--- src/rtl/alu_cmd_seq.sv ---
// alu_cmd_seq: host command sequencer driving an ALU enable handshake
// over a 4-entry operand register file.
module alu_cmd_seq #(
    parameter int DWIDTH = 16,
    parameter int TIMEOUT = 15
) (
    input  logic              clk,
    input  logic              rst,
    input  logic              cmd_valid,
    output logic              cmd_ready,
    input  logic [1:0]        cmd_op,
    input  logic [2:0]        cmd_func,
    input  logic [1:0]        cmd_dst,
    input  logic [1:0]        cmd_srca,
    input  logic [1:0]        cmd_srcb,
    input  logic [DWIDTH-1:0] cmd_imm,
    output logic              resp_valid,
    input  logic              resp_ready,
    output logic [DWIDTH-1:0] resp_data,
    output logic              resp_err,
    output logic              alu_en,
    output logic [2:0]        alu_fn,
    output logic [DWIDTH-1:0] alu_opa,
    output logic [DWIDTH-1:0] alu_opb,
    input  logic [DWIDTH-1:0] alu_res,
    input  logic              alu_done
);
    typedef enum logic [1:0] {IDLE, ISSUE, WAIT, RESP} state_t;
    localparam int CW = $clog2(TIMEOUT + 1);
    // WAIT lasts exactly TIMEOUT cycles, so the last count seen is TIMEOUT-1
    localparam logic [CW-1:0] LAST = CW'(TIMEOUT - 1);
    state_t state;
    logic [DWIDTH-1:0] rf [4];
    logic [1:0] dst;
    logic [CW-1:0] cnt;
    assign cmd_ready = state == IDLE;
    assign resp_valid = state == RESP;
    assign alu_en = state == ISSUE;
    always_ff @(posedge clk) begin
        if (rst) begin
            state <= IDLE;
            for (int i = 0; i < 4; i++) rf[i] <= '0;
            dst <= '0;
            cnt <= '0;
            resp_data <= '0;
            resp_err <= 1'b0;
            alu_fn <= '0;
            alu_opa <= '0;
            alu_opb <= '0;
        end else begin
            case (state)
                IDLE: if (cmd_valid) begin
                    resp_err <= 1'b0;
                    case (cmd_op)
                        2'b00: begin
                            rf[cmd_dst] <= cmd_imm;
                            resp_data <= cmd_imm;
                            state <= RESP;
                        end
                        2'b01: begin
                            alu_fn <= cmd_func;
                            alu_opa <= rf[cmd_srca];
                            alu_opb <= rf[cmd_srcb];
                            dst <= cmd_dst;
                            state <= ISSUE;
                        end
                        2'b10: begin
                            resp_data <= rf[cmd_srca];
                            state <= RESP;
                        end
                        default: begin
                            resp_err <= 1'b1;
                            resp_data <= '0;
                            state <= RESP;
                        end
                    endcase
                end
                ISSUE: begin
                    cnt <= '0;
                    state <= WAIT;
                end
                WAIT: if (alu_done) begin
                    rf[dst] <= alu_res;
                    resp_data <= alu_res;
                    resp_err <= 1'b0;
                    state <= RESP;
                end else if (cnt == LAST) begin
                    resp_err <= 1'b1;
                    resp_data <= '0;
                    state <= RESP;
                end else begin
                    cnt <= cnt + 1'b1;
                end
                RESP: if (resp_ready) state <= IDLE;
            endcase
        end
    end
endmodule
--- config.mk ---
export PLATFORM = sky130hd
export DESIGN_NAME = alu_cmd_seq
export DESIGN_NICKNAME = d
export VERILOG_FILES = /design/src/rtl/alu_cmd_seq.sv
export SDC_FILE = /design/constraint.sdc
export NUM_CORES = 1
export LEC_CHECK = 0
export BUFFER_PORTS_ARGS = -buffer_cell sky130_fd_sc_hd__buf_2
export CORE_ASPECT_RATIO = 1.75
export CORE_MARGIN = 4
export CORE_UTILIZATION = 45
export DETAILED_ROUTE_END_ITERATION = 12
export PLACE_DENSITY_LB_ADDON = 0.15
export SETUP_SLACK_MARGIN = 0.02
export SLEW_MARGIN = 20
export SYNTH_ARGS = -nofsm -noshare
export SYNTH_HDL_FRONTEND = slang
export SYNTH_SLANG_ARGS = --single-unit
--- constraint.sdc ---
create_clock -name clk -period 3.2 [get_ports clk]
set_input_delay 0.8 -clock clk [delete_from_list [all_inputs] [get_ports clk]]
set_output_delay 0.8 -clock clk [all_outputs]
set_load 0.02 [all_outputs]
### Yosys cells after proc, flatten, opt, wreduce, memory -nomap -nowiden

Memory sizes are Yosys's and may differ from the RTL's. A register that Yosys moved wholly into a read port is not among the register bits.
Cells that the tools add are included.

* add/subtract/negate cells: 1
* eq/ne operators: 12
* multiplexer cells: 36
* reduce and logical (&&, ||, !) cells: 12

Operator list (number)
* 2-to-1 mux 16 bit: 5
* case mux 16 bit (3 select lines): 1
* case mux 16 bit (2 select lines): 1
* OR reduction 16 bit: 2
* 2-to-1 mux 1 bit: 17
* 2-to-1 mux 2 bit: 7
* AND reduction 3 bit: 4
* 2-to-1 mux 4 bit: 2
* inequality test 2 bit (second input constant): 4
* case mux 2 bit (4 select lines): 1
* case mux 4 bit (2 select lines): 1
* equality test 2 bit (second input constant): 3
* adder 4 x 1 -> 4 bit (second input constant): 1
* equality test 2 x 1 -> 1 bit (second input constant): 2
* equality test 4 bit (second input constant): 1
* zero test 2 bit: 2
* AND reduction 4 bit: 1
* nonzero test 2 bit: 2
* inequality test 3 bit (second input constant): 1
* OR reduction 3 bit: 1
* inequality test 2 x 1 -> 1 bit (second input constant): 1
* case mux 1 bit (2 select lines): 1

* bits in registers: 44
* bits in writable memories: 64
* input bits: 48
* output and inout port bits: 55
* memories kept: 1

Memories
* rf: words 4, width 16, rd ports 2, clocked after Yosys merged registers in 1, wr ports 4, line 33 `logic [DWIDTH-1:0] rf [4];`

### Depth between registers and ports, before layout

Gate-level depths: netlist of run 1.

* depth after elaboration: 9
* depth in mapped cells: 9

### Worst setup path after synthesis of run 1

OpenSTA, ideal clock, no wires.

* path type: input to register
* start: input port cmd_op[0]
* end: memory rf[3][0], enable pin
* library setup time: 409 ps
* arrival: 2658 ps
* setup slack: 132 ps
* cell stages on the path: 5
* path buffers: 2
* cell sequence: and4bb_1 -> buf_4 -> buf_2 -> a311oi_1 -> nor3_1

RTL lines
* from (decl): line 11 `input logic [1:0] cmd_op,`
* to (decl): line 33

==> results of run 1 <==
[flip-flops by register name, indices dropped and copies added, names as in the netlist]
| register | count |
|---|---|
| alu_fn | 3 |
| alu_opa | 16 |
| alu_opb | 16 |
| cnt | 4 |
| dst | 2 |
| resp_data | 16 |
| resp_err | 1 |
| rf | 64 |
| state | 2 |
[routing by layer]
layer	vias to the layer above	part of all wire, %	global-route usage, %
li1	2411	-	-
met1	2502	41	27.00
met2	164	53	39.69
met3	21	4.9	3.719
met4	0	1.7	7.813
met5	-	0	0
[metrics by stage]
| step | utilization (%) | total power [W] | setup slack [ps] |
|---|---|---|---|
| global placement | 51.35 | 0.003520 | 478.5 |
| CTS | 55.68 | 0.005482 | 641.1 |
| detailed placement | 51.35 | 0.003558 | 434.7 |
| floorplan | - | 0.003106 | 132.4 |
| global route | 55.68 | 0.005703 | 484.4 |
| finish | 55.68 | 0.005454 | 590.2 |
[worst max path at each step]
| stage | slack, ps | cells after the start | start | endpoint |
|---|---|---|---|---|
| final | 590 | 7 | state[0] | rf[1][14] |
| after global routing | 480 | 7 | state[0] | rf[1][15] |
| after CTS | 640 | 7 | state[0] | rf[1][10] |
| after detailed placement | 430 | 6 | cmd_op[0] | rf[1][9] |
| after global placement | 480 | 6 | cmd_op[0] | rf[1][12] |
| after floorplan | 130 | 5 | cmd_op[0] | rf[3][0] |
[cell type report]
class                           count  share of cell area, %
Clock buffer                       17                  5.621
Clock inverter                     15                  2.149
Inverter                           24                  1.190
Multi-Input combinational cell    418                  37.48
Sequential cell                   124                  41.26
Tap cell                          174                  2.877
Timing Repair Buffer              124                  9.423
[worst register-to-register path, cell delays in order, from the launching register on]
cell	delay, ps
dfxtp_1	340
inv_1	120
ha_1	310
and4bb_1	520
nand2_1	140
a311o_1	400
nand2_1	290
buf_12	190
[layout by cell type, fill, tap and decap left out, types with 4 or more instances in the layout]
cell type	synthesis	layout
nand2_1	112	112
a311oi_2	8	8
inv_6	0	4
a311oi_1	7	7
clkbuf_16	0	17
a21o_1	16	16
a221oi_1	15	15
buf_2	16	102
a211oi_1	4	4
o211ai_1	16	16
inv_1	24	24
nand3_1	21	21
a21oi_1	57	57
mux2i_1	17	17
nor2_2	9	9
ha_1	7	7
edfxtp_1	64	64
nor2_1	59	59
buf_4	5	19
mux2_2	16	16
dfxtp_1	60	60
mux4_2	16	16
[cell families after synthesis]
kind of cell / Yosys count
compound gates: 140
fa+ha+maj: 7
buf+inv: 73
flops: 124
mux: 49
simple gates: 222
[cell usage after synthesis, types with 2 or more instances]
cell type  instances
mux4_2            16
a21oi_1           57
inv_1             24
nand2_1          112
ha_1               7
buf_6              4
and2_1             2
buf_1              3
edfxtp_1          64
nor3_1             3
o211ai_1          16
clkbuf_1          21
a22oi_1            2
nor2_2             9
nor2b_1            2
a211oi_1           4
nand4bb_1          2
a31oi_1            3
nand3_1           21
buf_2             16
nor2_1            59
a311oi_2           8
nor3_2             2
mux2i_1           17
a21o_1            16
o211a_1            2
a221oi_1          15
dfxtp_1           60
mux2_2            16
buf_4              5
a311oi_1           7
[where the power goes]
group          total [W]  switching (W)  leakage, nW  internal (W)
Combinational    0.00145       0.000919         1.55      0.000528
Clock            0.00193       0.000765        0.284       0.00116
Sequential       0.00208       0.000145         1.15       0.00194
Total            0.00545        0.00183         2.99       0.00363
==> results.sh, run 1 <==
export IMPL_finalHoldViolCount=0
export IMPL_grt_use_total_pct=22.21
export IMPL_path_common_cell="nand2_1"
export IMPL_clk_latency_ps=420
export IMPL_syn_area_um2=6295
export IMPL_crit_required_ps=3330
export IMPL_setup_viol=0
export IMPL_synth_compound_area_share_pct=16.36
export IMPL_die_y_um=164.5
export IMPL_synthToLayoutAreaGrowth_pct=20.23
export IMPL_maxCapViolCount=0
export IMPL_clockBufferDepth=2
export IMPL_whs_endpoint="alu_opb[2]"
export IMPL_placed_cell_area_um2=6980
export IMPL_design_area_um2=7569
export IMPL_hp_class="register to register"
export IMPL_cts_root_buf="clkbuf_16"
export IMPL_dieArea_um2=16020
export IMPL_postSynthAreaPerCell_um2=10.24
export IMPL_synth_cell_types=51
export IMPL_grt_antenna_before_repair=0
export IMPL_cts_tree="built"
export IMPL_fill_cells=1247
export IMPL_min_path_cells=2
export IMPL_critPathMaxFanout=11
export IMPL_diodes=0
export IMPL_cp_start_kind="register"
export IMPL_wirelength_um=17530
export IMPL_drt_iter0_drc=311
export IMPL_dp_cells=864
export IMPL_irDropWorstVdd_mv=0.3216
export IMPL_synth_adder_area_share_pct=1.391
export IMPL_timing_hold_ws_ps=451.0
export IMPL_p_per_area_nw_per_um2=720.6
export IMPL_clkTransAtPathRegs_ps=60
export IMPL_synthFlopType="edfxtp_1"
export IMPL_min_period_over_period_pct=81.56
export IMPL_fmax_ghz=0.3832
export IMPL_drive_above_1_share_pct=29.64
export IMPL_numCtsBuffers=17
export IMPL_ys_ff_latch=124
export IMPL_synth_area_leaders="edfxtp_1 (31%), dfxtp_1 (19%), nand2_1 (6.7%)"
export IMPL_tightest_slew_ps=787.0
export IMPL_io_buffer_count=102
export IMPL_multi_input_area_um2=2836
export IMPL_stdcell_count=896
export IMPL_hold_buffers=0
export IMPL_slew_headroom_pct=47.53
export IMPL_synth_warnings=0
export IMPL_synth_top_area_cell="edfxtp_1"
export IMPL_cp_slowest_cell="and4bb_1"
export IMPL_p_leak_nw=2.989
export IMPL_ys_async_sr_fraction_pct=0
export IMPL_htree_levels=4
export IMPL_fp_coreArea_um2=13590
export IMPL_min_from="alu_opb[2]"
export IMPL_max_stage_delay_ps=520
export IMPL_drc_errors=0
export IMPL_nNetsFinal=764
export IMPL_yosys_area_share_simple_pct=15.90
export IMPL_num_rows=56
export IMPL_critPathCaptureType="register"
export IMPL_r2r_start="state[0]"
export IMPL_synth_edf_count=64
export IMPL_path_buf_inv=2
export IMPL_clock_sinks=124
export IMPL_synth_xor_area_share_pct=0
export IMPL_ant_nets=0
export IMPL_synth_top_area_share_pct=30.53
export IMPL_regToRegSetupSlack_ps=590
export IMPL_yosysSeqAreaShare_pct=49.61
export IMPL_grt_max_degree=65
export IMPL_final_seq_area_um2=3123
export IMPL_post_cts_buffers=0
export IMPL_cts_resized=0
export IMPL_synthMuxAreaShare_pct=11.29
export IMPL_timing_rr_end="rf[1][14]"
export IMPL_slew_viol_final=0
export IMPL_globalRouteOverflowTotal=0
export IMPL_rr_worst_depth=7
export IMPL_finalSetupTns_ps=0
export IMPL_rsz0062_at_grt="false"
export IMPL_first_pass_iters=5
export IMPL_viasPerCell=5.690
export IMPL_die_w_um=97.41
export IMPL_crit_family="simple AND/OR/NAND/NOR gates"
export IMPL_gp_congestion=0.8826
export IMPL_run_status="complete, no violations"
export IMPL_grt_first_pass_wirelength_um=27830
export IMPL_crit_chain="inv_1, ha_1, and4bb_1, nand2_1, a311o_1, nand2_1, buf_12"
export IMPL_skew_ps=6.839
export IMPL_critPathKind="register to register"
export IMPL_vias=5098
export IMPL_synth_nets=670
export IMPL_syn_inst=615
export IMPL_wl_per_cell_um=19.56
export IMPL_ios=103
export IMPL_crit_arrival_ps=2740
export IMPL_dp_hpwl_um=12770
export IMPL_grt_pass1_vias=5149
export IMPL_start_util_pct=46.31
export IMPL_finalCriticalPeriod_ps=2610
export IMPL_synth_top_family_by_area="compound AO/OA/AOI/OAI gates"
Power figures use the tool's default switching activity.
==> run 2: changes to the inputs <==
Clock period 3.2 ns to 2.26 ns, I/O delays scaled along.
==> run 2 against run 1 <==
  * Setup slack worse by 470 ps
  * Critical endpoint is now rf[0][3]
  * Worst hold slack worse by 65 ps
  * Combinational power up 54%
  * Sequential power up 41%
  * Non-clock buffer count up 16
  * Sequential cell count unchanged
  * Die area unchanged
  * Largest power group unchanged
  * Sequential share of layout area down 1.5 points
==> results.sh, run 2 (synthesis gave the netlist of run 1 again) <==
export IMPL_run_status="complete, no violations"
export IMPL_dp_hpwl_um=12990
export IMPL_finalHoldViolCount=0
export IMPL_critPathMaxFanout=11
export IMPL_p_per_area_nw_per_um2=1027
export IMPL_top_register="rf"
export IMPL_numCtsBuffers=17
export IMPL_irDropWorstVdd_mv=0.4744
export IMPL_crit_start="state[0]"
export IMPL_vias=5132
export IMPL_ios=103
export IMPL_die_y_um=164.5
export IMPL_clk_latency_ps=420
export IMPL_slew_headroom_pct=48.41
export IMPL_wirelength_um=17400
export IMPL_min_period_over_period_pct=94.46
export IMPL_min_path_cells=3
export IMPL_skew_ps=7.065
export IMPL_fp_coreArea_um2=13590
export IMPL_timing_hold_ws_ps=385.8
export IMPL_viasPerCell=5.621
export IMPL_tightest_slew_ps=773.9
export IMPL_drc_errors=0
export IMPL_clockBufferDepth=2
export IMPL_final_common_cell="nand2_1"
export IMPL_rsz0062_at_grt="false"
export IMPL_total_power_w=0.008064
export IMPL_globalRouteOverflowTotal=0
export IMPL_die_w_um=97.41
export IMPL_nNetsFinal=780
export IMPL_setup_viol=0
export IMPL_finalCriticalPeriod_ps=2135
export IMPL_clkTransAtPathRegs_ps=60
export IMPL_gp_congestion=0.9759
export IMPL_hp_class="input pin to register"
export IMPL_rr_worst_depth=9
export IMPL_min_from="cmd_func[1]"
export IMPL_critPathCaptureType="register"
export IMPL_grt_pass1_vias=5195
export IMPL_htree_levels=4
export IMPL_hold_buffers=0
export IMPL_wl_per_cell_um=19.06
export IMPL_grt_first_pass_wirelength_um=27560
export IMPL_crit_required_ps=2390
export IMPL_finalSetupTns_ps=0
export IMPL_start_util_pct=46.31
export IMPL_first_pass_iters=5
export IMPL_cts_tree="built"
export IMPL_synthToLayoutAreaGrowth_pct=24.73
export IMPL_grt_use_total_pct=22.18
export IMPL_fmax_ghz=0.4684
export IMPL_ant_nets=0
export IMPL_clock_sinks=124
export IMPL_drive_above_1_share_pct=32.25
export IMPL_layout_common_cells="nand2_1 (108), buf_2 (102), edfxtp_1 (64)"
export IMPL_maxCapViolCount=0
export IMPL_cp_start_kind="register"
export IMPL_critPathKind="register to register"
export IMPL_slew_viol_final=0
export IMPL_cts_root_buf="clkbuf_16"
export IMPL_largest_reg_flops=64
export IMPL_num_rows=56
export IMPL_dieArea_um2=16020
export IMPL_r2r_start="state[0]"
export IMPL_grt_max_degree=71
export IMPL_p_leak_nw=3.115
export IMPL_io_buffer_count=102
export IMPL_crit_arrival_ps=2270
export IMPL_grt_antenna_before_repair=1
export IMPL_drt_iter0_drc=292
## run 2: cell types whose count changed in the layout (fill, tap and decap cells not counted), sizes merged
cell,change
buf,+16
diode,+1
clkinvlp,-1
inv,+2
clkinv,-2
bufinv,+1
## run 2: layout make-up
cell class	count	area [um2]
fillers	1203	5742
flip-flops and latches	124	3123
multi-input cells	418	2904
repair buffers	140	887.1
clock buffers	17	425.4
well taps	174	217.7
clock inverters	15	201.4
inverters	24	90.09
diodes	1	2.502
## run 2: repair_timing
item	in CTS	in global routing
setup buffers	0	0
gates resized for setup	0	2
endpoints found under the setup margin	0	46
## run 2: routing by layer
| layer | part of all wire (%) | vias to the layer above | track usage (%) |
|---|---|---|---|
| li1 | - | 2454 | - |
| met1 | 39 | 2434 | 25.98 |
| met2 | 52 | 197 | 39.88 |
| met3 | 5.5 | 47 | 3.719 |
| met4 | 3.1 | 0 | 9.578 |
| met5 | 0 | - | 0 |
## run 2: power breakdown
part	leakage [nW]	internal [W]	total (W)	switching, W
clock network	0.305	0.00178	0.00288	0.00111
registers	1.15	0.00274	0.00294	0.000200
logic	1.66	0.000894	0.00224	0.00134
## run 2: worst paths after layout
| check | to | slack, ps |
|---|---|---|
| hold / removal | alu_fn[1] | 390 |
| setup reg to reg | rf[0][3] | 130 |
| hold reg to reg | alu_opa[2] | 450 |
| setup / recovery | rf[0][3] | 130 |
## run 2: worst max-delay path, cell delays in order (launching register included)
cell      delay, ps
dfxtp_1         340
inv_1           150
ha_2            230
buf_4           140
nand2_2         140
buf_4           220
nor4_4          190
o221ai_4        150
nand2_2         120
buf_4           160
## run 2: metrics by stage
| stage | setup WS (ps) | cells | util (%) | instance area, um2 |
|---|---|---|---|---|
| after floorplan | 25.59 | 615 | - | 6370 |
| after global placement | 171.0 | 880 | 53.08 | 7216 |
| after detailed placement | 112.0 | 880 | 53.08 | 7216 |
| after CTS | 101.9 | 912 | 57.70 | 7843 |
| after global routing | 22.85 | 913 | 57.76 | 7851 |
| final | 125.2 | 913 | 57.76 | 7851 |
==> run 3: changes to the inputs <==
Settings changed: ABC_AREA set to 1, BUFFER_PORTS_ARGS -buffer_cell sky130_fd_sc_hd__buf_2 to not set, DONT_BUFFER_PORTS set to 1.
==> run 3 against run 2 <==
  * Power fell by 0.24%
  * Clock skew rose by 2.8 ps
  * Final cell count rose by 15%
  * Critical path depth rose by 2
  * Via count rose by 12%
  * Maximum frequency rose by 1.3%
  * Combinational power fell by 12%
  * Critical path type unchanged
  * Largest cell class unchanged
  * Highest routed layer unchanged
==> results.sh, run 3 <==
export IMPL_run_status="complete, no violations"
export IMPL_finalHoldViolCount=0
export IMPL_largest_reg_flops=64
export IMPL_dieArea_um2=16290
export IMPL_skew_ps=9.879
export IMPL_stdcell_count=1047
export IMPL_layout_common_cells="nor2_1 (192), nand2_1 (162), inv_1 (89)"
export IMPL_ys_ff_latch=124
export IMPL_critPathCaptureType="register"
export IMPL_utilization_pct=52.23
export IMPL_nNetsFinal=912
export IMPL_critPathMaxFanout=16
export IMPL_final_common_cell="nor2_1"
export IMPL_grt_max_degree=44
export IMPL_synth_area_leaders="edfxtp_1 (30%), dfxtp_1 (19%), nor2_1 (11%)"
export IMPL_top_register="rf"
export IMPL_vias=5726
export IMPL_grt_use_total_pct=24.50
export IMPL_ios=103
export IMPL_die_y_um=165.9
export IMPL_diodes=0
export IMPL_synth_top_area_share_pct=29.99
export IMPL_synth_nets=910
export IMPL_wirelength_um=19870
export IMPL_hold_buffers=0
export IMPL_p_per_area_nw_per_um2=1108
export IMPL_synth_cell_types=29
export IMPL_clk_latency_ps=420
export IMPL_p_leak_nw=3.235
export IMPL_grt_antenna_before_repair=0
export IMPL_htree_levels=4
export IMPL_wl_per_cell_um=18.97
export IMPL_ys_async_sr_fraction_pct=0
export IMPL_rsz0062_at_grt="false"
export IMPL_cts_root_buf="clkbuf_16"
export IMPL_fp_coreArea_um2=13910
export IMPL_ant_nets=0
export IMPL_slew_headroom_pct=57.01
export IMPL_critPathKind="register to register"
export IMPL_postSynthAreaPerCell_um2=7.495
export IMPL_synthFlopType="edfxtp_1"
export IMPL_drt_iter0_drc=368
export IMPL_synth_edf_count=64
export IMPL_tightest_slew_ps=643.9
export IMPL_crit_arrival_ps=2260
export IMPL_numCtsBuffers=17
export IMPL_io_buffer_count=0
export IMPL_drc_errors=0
export IMPL_die_w_um=98.21
export IMPL_grt_pass1_vias=5777
export IMPL_synth_warnings=0
export IMPL_min_period_over_period_pct=93.22
export IMPL_cts_tree="built"
export IMPL_clkTransAtPathRegs_ps=50
export IMPL_first_pass_iters=5
export IMPL_drive_above_1_share_pct=10.23
export IMPL_globalRouteOverflowTotal=0
export IMPL_syn_area_um2=6409
export IMPL_irDropWorstVdd_mv=0.6154
export IMPL_start_util_pct=46.08
export IMPL_grt_first_pass_wirelength_um=30850
export IMPL_crit_required_ps=2420
export IMPL_setup_viol=0
export IMPL_synthToLayoutAreaGrowth_pct=13.33
export IMPL_synth_common_cells="nor2_1 (193), nand2_1 (165), inv_1 (89)"
export IMPL_yosysSeqAreaShare_pct=48.73
export IMPL_fmax_ghz=0.4746
export IMPL_yosysMostFrequentCell="nor2_1"
export IMPL_post_cts_buffers=0
export IMPL_cp_start_kind="register"
export IMPL_finalSetupTns_ps=0
export IMPL_syn_inst=855
export IMPL_slew_viol_final=0
export IMPL_hp_class="input pin to register"
export IMPL_fill_cells=1350
export IMPL_maxCapViolCount=0
export IMPL_synth_top_area_cell="edfxtp_1"
export IMPL_finalCriticalPeriod_ps=2107
export IMPL_num_rows=57
export IMPL_viasPerCell=5.469
export IMPL_total_power_w=0.008044
export IMPL_clockBufferDepth=2
export IMPL_gp_congestion=0.9188
export IMPL_clock_sinks=124
export IMPL_dp_cells=1015
export IMPL_dp_hpwl_um=14270
## run 3: cell count changes after synthesis, moves of 17 or more
| cell | before | now |
|---|---|---|
| o21ai_0 | 1 | 88 |
| nand3_1 | 21 | 56 |
| a21oi_1 | 57 | 39 |
| nor2_1 | 59 | 193 |
| inv_1 | 24 | 89 |
| mux2i_1 | 17 | 0 |
| nand2_1 | 112 | 165 |
## run 3: final timing paths
path	from	end	slack, ps	depth (start not counted)
hold reg to reg	dst[0]	dst[0]	530	2
setup / recovery	state[0]	rf[1][8]	150	11
hold / removal	rst	resp_err	220	1
setup reg to reg	state[0]	rf[1][8]	150	11
## run 3: timing repair
| item | in CTS | in global routing |
|---|---|---|
| resized for setup | 0 | 1 |
| endpoints found under the hold margin | 0 | 0 |
| endpoints found under the setup margin | 0 | 16 |
## run 3: layout make-up
cell class / count / area (um2) / area share, %
Multi-Input combinational cell: 590 / 2716 / 37.40
Clock buffer: 27 / 535.5 / 7.373
Inverter: 95 / 359.1 / 4.944
Timing Repair Buffer: 29 / 255.2 / 3.514
Clock inverter: 5 / 52.55 / 0.7235
Tap cell: 177 / 221.5 / 3.049
Sequential cell: 124 / 3123 / 43.00
## run 3: layer usage
metal | global-route usage [%] | part of all wire (%) | vias up | wire length (um)
met5 | 0 | 0 | - | 0
met1 | 24.19 | 34 | 2681 | 6737
met4 | 12.43 | 4.6 | 0 | 909
met2 | 46.47 | 55 | 248 | 11010
met3 | 5.759 | 6.1 | 50 | 1209
li1 | - | - | 2747 | -
## run 3: worst max-delay path, stage by stage, from the launching register on
cell     delay, ps
dfxtp_1        350
inv_1          100
ha_1           280
nand2_8        100
inv_4           50
nor2_2         130
nand2_4        110
o21ai_4        260
inv_2           80
nand2_4         80
buf_4          230
nor2_1          70
## run 3: report_power, final
part	total [W]	switching, W	internal [W]
registers	0.00336	0.000547	0.00281
logic	0.00198	0.00134	0.000647
clock network	0.00271	0.000975	0.00173
## run 3: per-stage QoR
stage	hold slack (ps)	area, um2	setup WS, ps
2_1_floorplan	476.8	6421	11.00
6_report	215.5	7263	153.1
5_1_grt	206.9	7263	22.23
4_1_cts	204.9	7258	83.30
3_3_place_gp	500.8	6670	154.6
3_5_place_dp	515.3	6670	80.57
## run 3: cell families (layout without fill, tap and decap cells)
logic type,after synthesis,in the layout,synth area share [%]
flops,124,124,48.73
compound gates,145,145,12.16
fa+ha+maj,7,7,1.367
buf+inv,141,156,9.196
simple gates,438,438,28.54
